[config.mk]
export PLATFORM = sky130hd
export DESIGN_NAME = al_cdac
export DESIGN_NICKNAME = d
export VERILOG_FILES = /design/src/rtl/al_cdac.sv
export SDC_FILE = /design/constraint.sdc
export NUM_CORES = 1
export LEC_CHECK = 0
export ABC_AREA = 1
export CORE_ASPECT_RATIO = 0.9
export CORE_UTILIZATION = 35
export DETAILED_ROUTE_END_ITERATION = 7
export GPL_TIMING_DRIVEN = 1
export HOLD_SLACK_MARGIN = 0.1
export PLACE_DENSITY = 0.66
export SLEW_MARGIN = 20
export SYNTH_ARGS = -nofsm -noshare
export SYNTH_HDL_FRONTEND = slang
export SYNTH_SLANG_ARGS = --single-unit
[constraint.sdc]
create_clock -name CLK40 -period 1.7 [get_ports CLK40]
set_clock_uncertainty 0.2 [all_clocks]
set_input_delay 0.425 -clock CLK40 [delete_from_list [all_inputs] [get_ports CLK40]]
set_output_delay 0.425 -clock CLK40 [all_outputs]
set_load 0.01 [all_outputs]
[src/rtl/al_cdac.sv]
// al_cdac: serial loader for the comparator-threshold DAC.
// Latches {DAC_CTRL, BPI_AL_REG} on a CAPTURE rising edge and shifts the
// 16-bit frame out MSB-first, changing SDATA just after each CLK1MHZ falling
// edge so the DAC samples on CLK1MHZ rising edges. DONE is sticky until
// CLR_AL_DONE. CLK1MHZ is sampled as data in the CLK40 domain.
module al_cdac #(
  parameter logic [3:0] DAC_CTRL = 4'hC,
  parameter int         NBITS    = 16
) (
  input  logic        CLK40,
  input  logic        RST,
  input  logic        CLK1MHZ,
  input  logic        CLR_AL_DONE,
  input  logic        CAPTURE,
  input  logic [11:0] BPI_AL_REG,
  output logic        SHCK_ENA,
  output logic        SDATA,
  output logic        DAC_ENB,
  output logic        DONE
);

  localparam int CW = $clog2(NBITS);

  typedef enum logic [1:0] {
    ST_IDLE  = 2'd0,
    ST_SYNC  = 2'd1,
    ST_SHIFT = 2'd2
  } state_t;

  state_t           state_r;
  state_t           state_nxt_s;

  logic             c1m_meta_r;
  logic             c1m_sync_r;
  logic             c1m_d_r;
  logic             cap_d_r;
  logic             fall_tick_s;
  logic             cap_rise_s;

  logic [NBITS-1:0] shreg_r;
  logic [CW-1:0]    cnt_r;
  logic             shck_ena_r;
  logic             sdata_r;
  logic             dac_enb_r;
  logic             done_r;

  logic [NBITS-1:0] shreg_nxt_s;
  logic [CW-1:0]    cnt_nxt_s;
  logic             shck_ena_nxt_s;
  logic             sdata_nxt_s;
  logic             dac_enb_nxt_s;
  logic             done_set_s;
  logic             last_bit_s;

  assign fall_tick_s = c1m_d_r & ~c1m_sync_r;
  assign cap_rise_s  = CAPTURE & ~cap_d_r;
  assign last_bit_s  = (cnt_r == CW'(NBITS - 1));

  // Two-flop synchronizer for CLK1MHZ plus edge-detect history flops.
  always_ff @(posedge CLK40) begin
    if (!RST) begin
      c1m_meta_r <= 1'b0;
      c1m_sync_r <= 1'b0;
      c1m_d_r    <= 1'b0;
      cap_d_r    <= 1'b0;
    end else begin
      c1m_meta_r <= CLK1MHZ;
      c1m_sync_r <= c1m_meta_r;
      c1m_d_r    <= c1m_sync_r;
      cap_d_r    <= CAPTURE;
    end
  end

  // FSM state register.
  always_ff @(posedge CLK40) begin
    if (!RST) begin
      state_r <= ST_IDLE;
    end else begin
      state_r <= state_nxt_s;
    end
  end

  // FSM next-state logic: capture, wait for first tick, shift NBITS ticks.
  always_comb begin
    state_nxt_s = state_r;
    case (state_r)
      ST_IDLE: begin
        if (cap_rise_s) begin
          state_nxt_s = ST_SYNC;
        end else begin
          state_nxt_s = ST_IDLE;
        end
      end
      ST_SYNC: begin
        if (fall_tick_s) begin
          state_nxt_s = ST_SHIFT;
        end else begin
          state_nxt_s = ST_SYNC;
        end
      end
      ST_SHIFT: begin
        if (fall_tick_s && last_bit_s) begin
          state_nxt_s = ST_IDLE;
        end else begin
          state_nxt_s = ST_SHIFT;
        end
      end
      default: begin
        state_nxt_s = ST_IDLE;
      end
    endcase
  end

  // FSM output logic: next values of the registered pins and datapath.
  always_comb begin
    shreg_nxt_s    = shreg_r;
    cnt_nxt_s      = cnt_r;
    shck_ena_nxt_s = shck_ena_r;
    sdata_nxt_s    = sdata_r;
    dac_enb_nxt_s  = dac_enb_r;
    done_set_s     = 1'b0;
    case (state_r)
      ST_IDLE: begin
        shck_ena_nxt_s = 1'b0;
        sdata_nxt_s    = 1'b0;
        dac_enb_nxt_s  = 1'b1;
        if (cap_rise_s) begin
          shreg_nxt_s = {DAC_CTRL, BPI_AL_REG};
        end else begin
          shreg_nxt_s = shreg_r;
        end
      end
      ST_SYNC: begin
        if (fall_tick_s) begin
          dac_enb_nxt_s  = 1'b0;
          shck_ena_nxt_s = 1'b1;
          sdata_nxt_s    = shreg_r[NBITS-1];
          cnt_nxt_s      = {CW{1'b0}};
        end else begin
          cnt_nxt_s = cnt_r;
        end
      end
      ST_SHIFT: begin
        if (fall_tick_s && last_bit_s) begin
          shck_ena_nxt_s = 1'b0;
          sdata_nxt_s    = 1'b0;
          dac_enb_nxt_s  = 1'b1;
          done_set_s     = 1'b1;
        end else if (fall_tick_s) begin
          shreg_nxt_s = {shreg_r[NBITS-2:0], 1'b0};
          sdata_nxt_s = shreg_r[NBITS-2];
          cnt_nxt_s   = cnt_r + CW'(1);
        end else begin
          cnt_nxt_s = cnt_r;
        end
      end
      default: begin
        shck_ena_nxt_s = 1'b0;
        sdata_nxt_s    = 1'b0;
        dac_enb_nxt_s  = 1'b1;
      end
    endcase
  end

  // Datapath and pin registers; reset aborts any frame in progress.
  always_ff @(posedge CLK40) begin
    if (!RST) begin
      shreg_r    <= {NBITS{1'b0}};
      cnt_r      <= {CW{1'b0}};
      shck_ena_r <= 1'b0;
      sdata_r    <= 1'b0;
      dac_enb_r  <= 1'b1;
    end else begin
      shreg_r    <= shreg_nxt_s;
      cnt_r      <= cnt_nxt_s;
      shck_ena_r <= shck_ena_nxt_s;
      sdata_r    <= sdata_nxt_s;
      dac_enb_r  <= dac_enb_nxt_s;
    end
  end

  // Sticky DONE flag; setting on the last tick beats a simultaneous clear.
  always_ff @(posedge CLK40) begin
    if (!RST) begin
      done_r <= 1'b0;
    end else if (done_set_s) begin
      done_r <= 1'b1;
    end else if (CLR_AL_DONE) begin
      done_r <= 1'b0;
    end else begin
      done_r <= done_r;
    end
  end

  assign SHCK_ENA = shck_ena_r;
  assign SDATA    = sdata_r;
  assign DAC_ENB  = dac_enb_r;
  assign DONE     = done_r;

endmodule

; ---- Word-level counts from Yosys, hierarchy flattened
; Index checks and enable logic that the tools add are counted.
[word_totals]
ff_bits = 30
out_inout_bits = 4
elab_cells = 60
[op_classes]
add_sub_neg = 1
n_eq_ne = 9
muxes = 26
n_bitwise = 4
reduce_logical = 9
[ops]
columns = cell, n
row1 = $mux 16, 3
row2 = $pmux 16 s2, 1
row3 = $mux 1, 12
row4 = $mux 4, 3
row5 = $ne 2x2->1 const B, 5
row6 = $pmux 4 s2, 1
row7 = $reduce_and 4->1, 2
row8 = $pmux 1 s2, 3
row9 = $pmux 2 s3, 1
row10 = $reduce_bool 2->1, 3
row11 = $add 4x1->4 const B, 1
row12 = $eq 4x4->1 const B, 1
row13 = $mux 2, 2
row14 = $reduce_and 2->1, 2
row15 = $ne 3x3->1 const B, 1
row16 = $and 1x1->1, 2
row17 = $eq 2x1->1 const B, 1
row18 = $eq 2x2->1 const B, 1
row19 = $logic_not 2->1, 1
row20 = $not 1->1, 2
row21 = $logic_and 1x1->1, 1

; ---- Logic depth before layout (Yosys ltp)
[depth]
word_depth = 6
ltp_mapped = 12

; ---- Least setup slack after synthesis
; OpenSTA, ideal clock, no wires.
[synth_path]
path_kind = register to register
from = reg state_r[0]
to = reg shreg_r[10]
setup_ns = 0.113
arrival_time_ns = 1.437
t_required_ns = 1.387
setup_slack_ns = -0.050
stages_incl_launch_ff = 13
period_less_slack_ns = 1.750
path_cell_list = dfxtp_1 inv_1 ha_1 buf_6 inv_4 nor2_1 nand2_1 inv_2 nor2_4 buf_6 nand2_1 nand2_1 nor2_1
[synth_between]
elab_chain_cells = 3
[synth_lines]
columns = element, line
row1 = start: declaration, 30  ; state_t state_r;
row2 = start signal: assignment, 79  ; state_r <= state_nxt_s;
row3 = $eq 2x2->1 or $logic_not 2->1 (tied branches), 122  ; case (state_r)
row4 = $ne 2x2->1 (no line) or $reduce_bool 2->1 (tied branches), --
row5 = $reduce_and 4->1 (no line), --
row6 = end signal: assignment, 168  ; shreg_r <= {NBITS{1'b0}};
row7 = end signal: assignment, 174  ; shreg_r <= shreg_nxt_s;
row8 = end: declaration, 40  ; logic [NBITS-1:0] shreg_r;
; Parallel ways exist; a longest one is shown, timed or not.
; A chain may end at the register's enable or synchronous reset.

; ---- Worst setup path in the final report
[layout_path]
from = reg state_r[1]
to = reg shreg_r[14]
; The elaborated chain is that of the path after synthesis.

==> reports/qor.yml <==
status:
  outcome: "completed"
yosys:
  synth_area_leaders: "dfxtp_1 (43%), nand2_1 (14%), nor2_1 (8.6%), mux2i_1 (7.9%), ha_1 (4.5%)"
  yosys_warnings: 0
  syn-instance-count: 189
  synth_area_leader_cell: "dfxtp_1"
  yosysSeqAreaShare: 0.429
  synth_top_area_share: 0.429
  syn-cell-area_um2: 1400
  synth_edf_count: 0
  async_reset_ff_frac: 0
  ys.flop_type: "dfxtp_1"
  yosys-top-cells-count: "nand2_1 (54), nor2_1 (32), dfxtp_1 (30)"
  synthMostInstantiatedCell: "nand2_1"
  synthDistinctLibCells: 25
  avgSynthCellArea_um2: 7.41
  synth_nets: 211
  ys_seq_elements: 30
power_and_ir_drop:
  power.density_nw_per_um2: 826
  ir_worst_vdd_uv: 511
  p_leak_nw: 0.831
  total_power_mw: 1.61
worst_setup_path:
  critPathMaxStageDelay_ns: 0.37
  startpoint_type: "flip-flop"
  worst_r2r_startpoint: "state_r[1]"
  required_ns: 1.72
  cp-end-kind: "flip-flop"
  reg2reg_to: "shreg_r[14]"
  slowest_stage: "dfxtp_2"
  crit_chain: "inv_2 > ha_4 > o21ai_4 > nand2_2 > nor2_4 > clkbuf_16 > nor2_1 > nor2_1"
  rrSetupSlack_ns: 0.03
  cp_num_cells: 8
  rr_worst_depth: 8
  worstSetupPathType: "reg -> reg"
  path_buf_inv: 2
  path_max_fanout: 12
  path_delay_family: "simple AND/OR/NAND/NOR gates"
  cp.arrival_ns: 1.69
  crit_top_cell: "nor2_1"
drt:
  drt_iter0_drc: 45
  antenna_left: 0
  via_count: 1239
  drt_pass1_iterations: 4
  wl_per_cell_um: 11.2
  routed_via_density: 4.54
  drt-total-wl_mm: 3.05
  drc: 0
hold_path:
  worstHoldEndpoint: "c1m_sync_r"
  worstHoldPathType: "reg -> reg"
  hold_path_depth: 2
  hp-start: "c1m_meta_r"
floorplanning:
  pin_count: 21
  die_w_um: 68.7
  die_area_um2: 4260
  core_area_um2: 3780
  initial_core_util: 0.370
  die_h_um: 62.0
  rows: 21
timing:
  fmax_mhz: 599
  slew_viol_final: 0
  finalSetupViolations: 0
  rsz0062_at_grt: "true"
  tightestPinTransition_ns: 0.292
  tns_ns: 0
  finalCriticalPeriod_ns: 1.67
  timing.hold.ws_ns: 0.217
  hold_violations: 0
  setup_ws_ns: 0.0302
  finalCritPeriodShare: 0.982
  slew_headroom: 0.805
placed_design:
  placed_area_um2: 1700
  dp_cells: 259
  gp_congestion: 0.843
  place.port_buffers: 20
  place_ws_ns: -0.290
  dp_hpwl_mm: 1.97
grt:
  grt_pass1_vias: 1067
  grt-ovfl-total: 0
  grt_max_degree: 25
  grt_pass1_wl_mm: 4.57
  grt.total_usage: 0.151
  antenna_found_initial: 0
cts:
  cts.htree.levels: 2
  cts_num_sinks: 30
  root_buffer: "clkbuf_8"
  cts_tree: "yes"
  cts_hold_buf: 0
  clk_latency_ns: 0.28
  path_clk_slew_ns: 0.06
  clock_path_buffers: 2
  cts_made_buffers: 5
layout:
  n_fill_cell: 377
  drive_gt1_frac: 0.207
  design_area_um2: 1940
  antenna_cells: 0
  fin_cells: 273
  syn_to_final_growth_pct: 38.7
  nets: 248
  final_core_util: 0.514
flow_run:
  cap_violations: 0
## layout make-up
cell class                      instances  area (um2)  area share
Sequential cell                        30         604       0.311
Clock buffer                            7        86.3      0.0444
Inverter                               20        80.1      0.0412
Tap cell                               46        57.6      0.0296
Multi-Input combinational cell        133         746       0.384
Clock inverter                          1        5.00     0.00257
Timing Repair Buffer                   36         365       0.188
## worst max path at each step
stage / from / to / slack [ns]
after floorplan: state_r[0] / shreg_r[10] / 0.007
after global placement: CAPTURE / shreg_r[10] / -0.28
after detailed placement: CAPTURE / shreg_r[2] / -0.29
after CTS: state_r[0] / shreg_r[2] / 0.01
after global routing: state_r[0] / shreg_r[14] / -0.07
final: state_r[1] / shreg_r[14] / 0.03
## cells by family after synthesis
group,Yosys count,synth area share
AO/OA/AOI/OAI,20,0.0830
AND/OR/NAND/NOR,97,0.277
flip-flops,30,0.429
multiplexers,11,0.0786
adder cells (fa/ha/maj),5,0.0446
buffers and inverters,26,0.0884
## cells in the final DEF, fill, tap and decap left out, types with 2 or more instances in the layout
cell and instances:
buf_4 13, nand2_1 49, inv_2 3, nand2_2 6, a21oi_1 11, clkbuf_16 2, inv_1 13, mux2i_1 11
nor2_4 2, clkdlybuf4s50_1 15, nor2_1 30, clkbuf_8 6, ha_2 2, inv_4 2, dfxtp_1 27, dlygate4sd2_1 4
ha_4 2, dfxtp_2 3, o21ai_1 3, nand3_1 5, clkinv_1 2, o21ai_0 2
## power by group
part / internal [mW] / switching (mW)
Sequential: 0.744 / 0.0219
Combinational: 0.132 / 0.117
Clock: 0.326 / 0.266
## worst reg2reg max path, cell delays in order, from the launching register on
cell	delay [ns]
dfxtp_2	0.37
inv_2	0.07
ha_4	0.18
o21ai_4	0.16
nand2_2	0.08
nor2_4	0.18
clkbuf_16	0.20
nor2_1	0.05
nor2_1	0.11
## per-layer routing
layer  GRT usage  part of all wire  vias up  routed length (um)
li1            -                 -      667                   -
met1       0.195              0.47      540                1430
met2       0.223              0.47       24                1440
met3      0.0456             0.039        8                 119
met4      0.0875             0.023        0                  70
met5           0                 0        -                   0
## sequential cells by signal, indices dropped and copies added (netlist names)
register    count
shreg_r        16
cnt_r           4
state_r         2
DAC_ENB         1
DONE            1
SDATA           1
SHCK_ENA        1
c1m_d_r         1
c1m_meta_r      1
c1m_sync_r      1
cap_d_r         1
## what timing repair did
action | CTS | global route
cloned | 0 | 2
pin swaps | 0 | 6
gates resized for setup | 6 | 20
setup buffers | 0 | 4
endpoints found under the setup margin | 15 | 22
No activity file was read; power rests on OpenSTA's default activity.
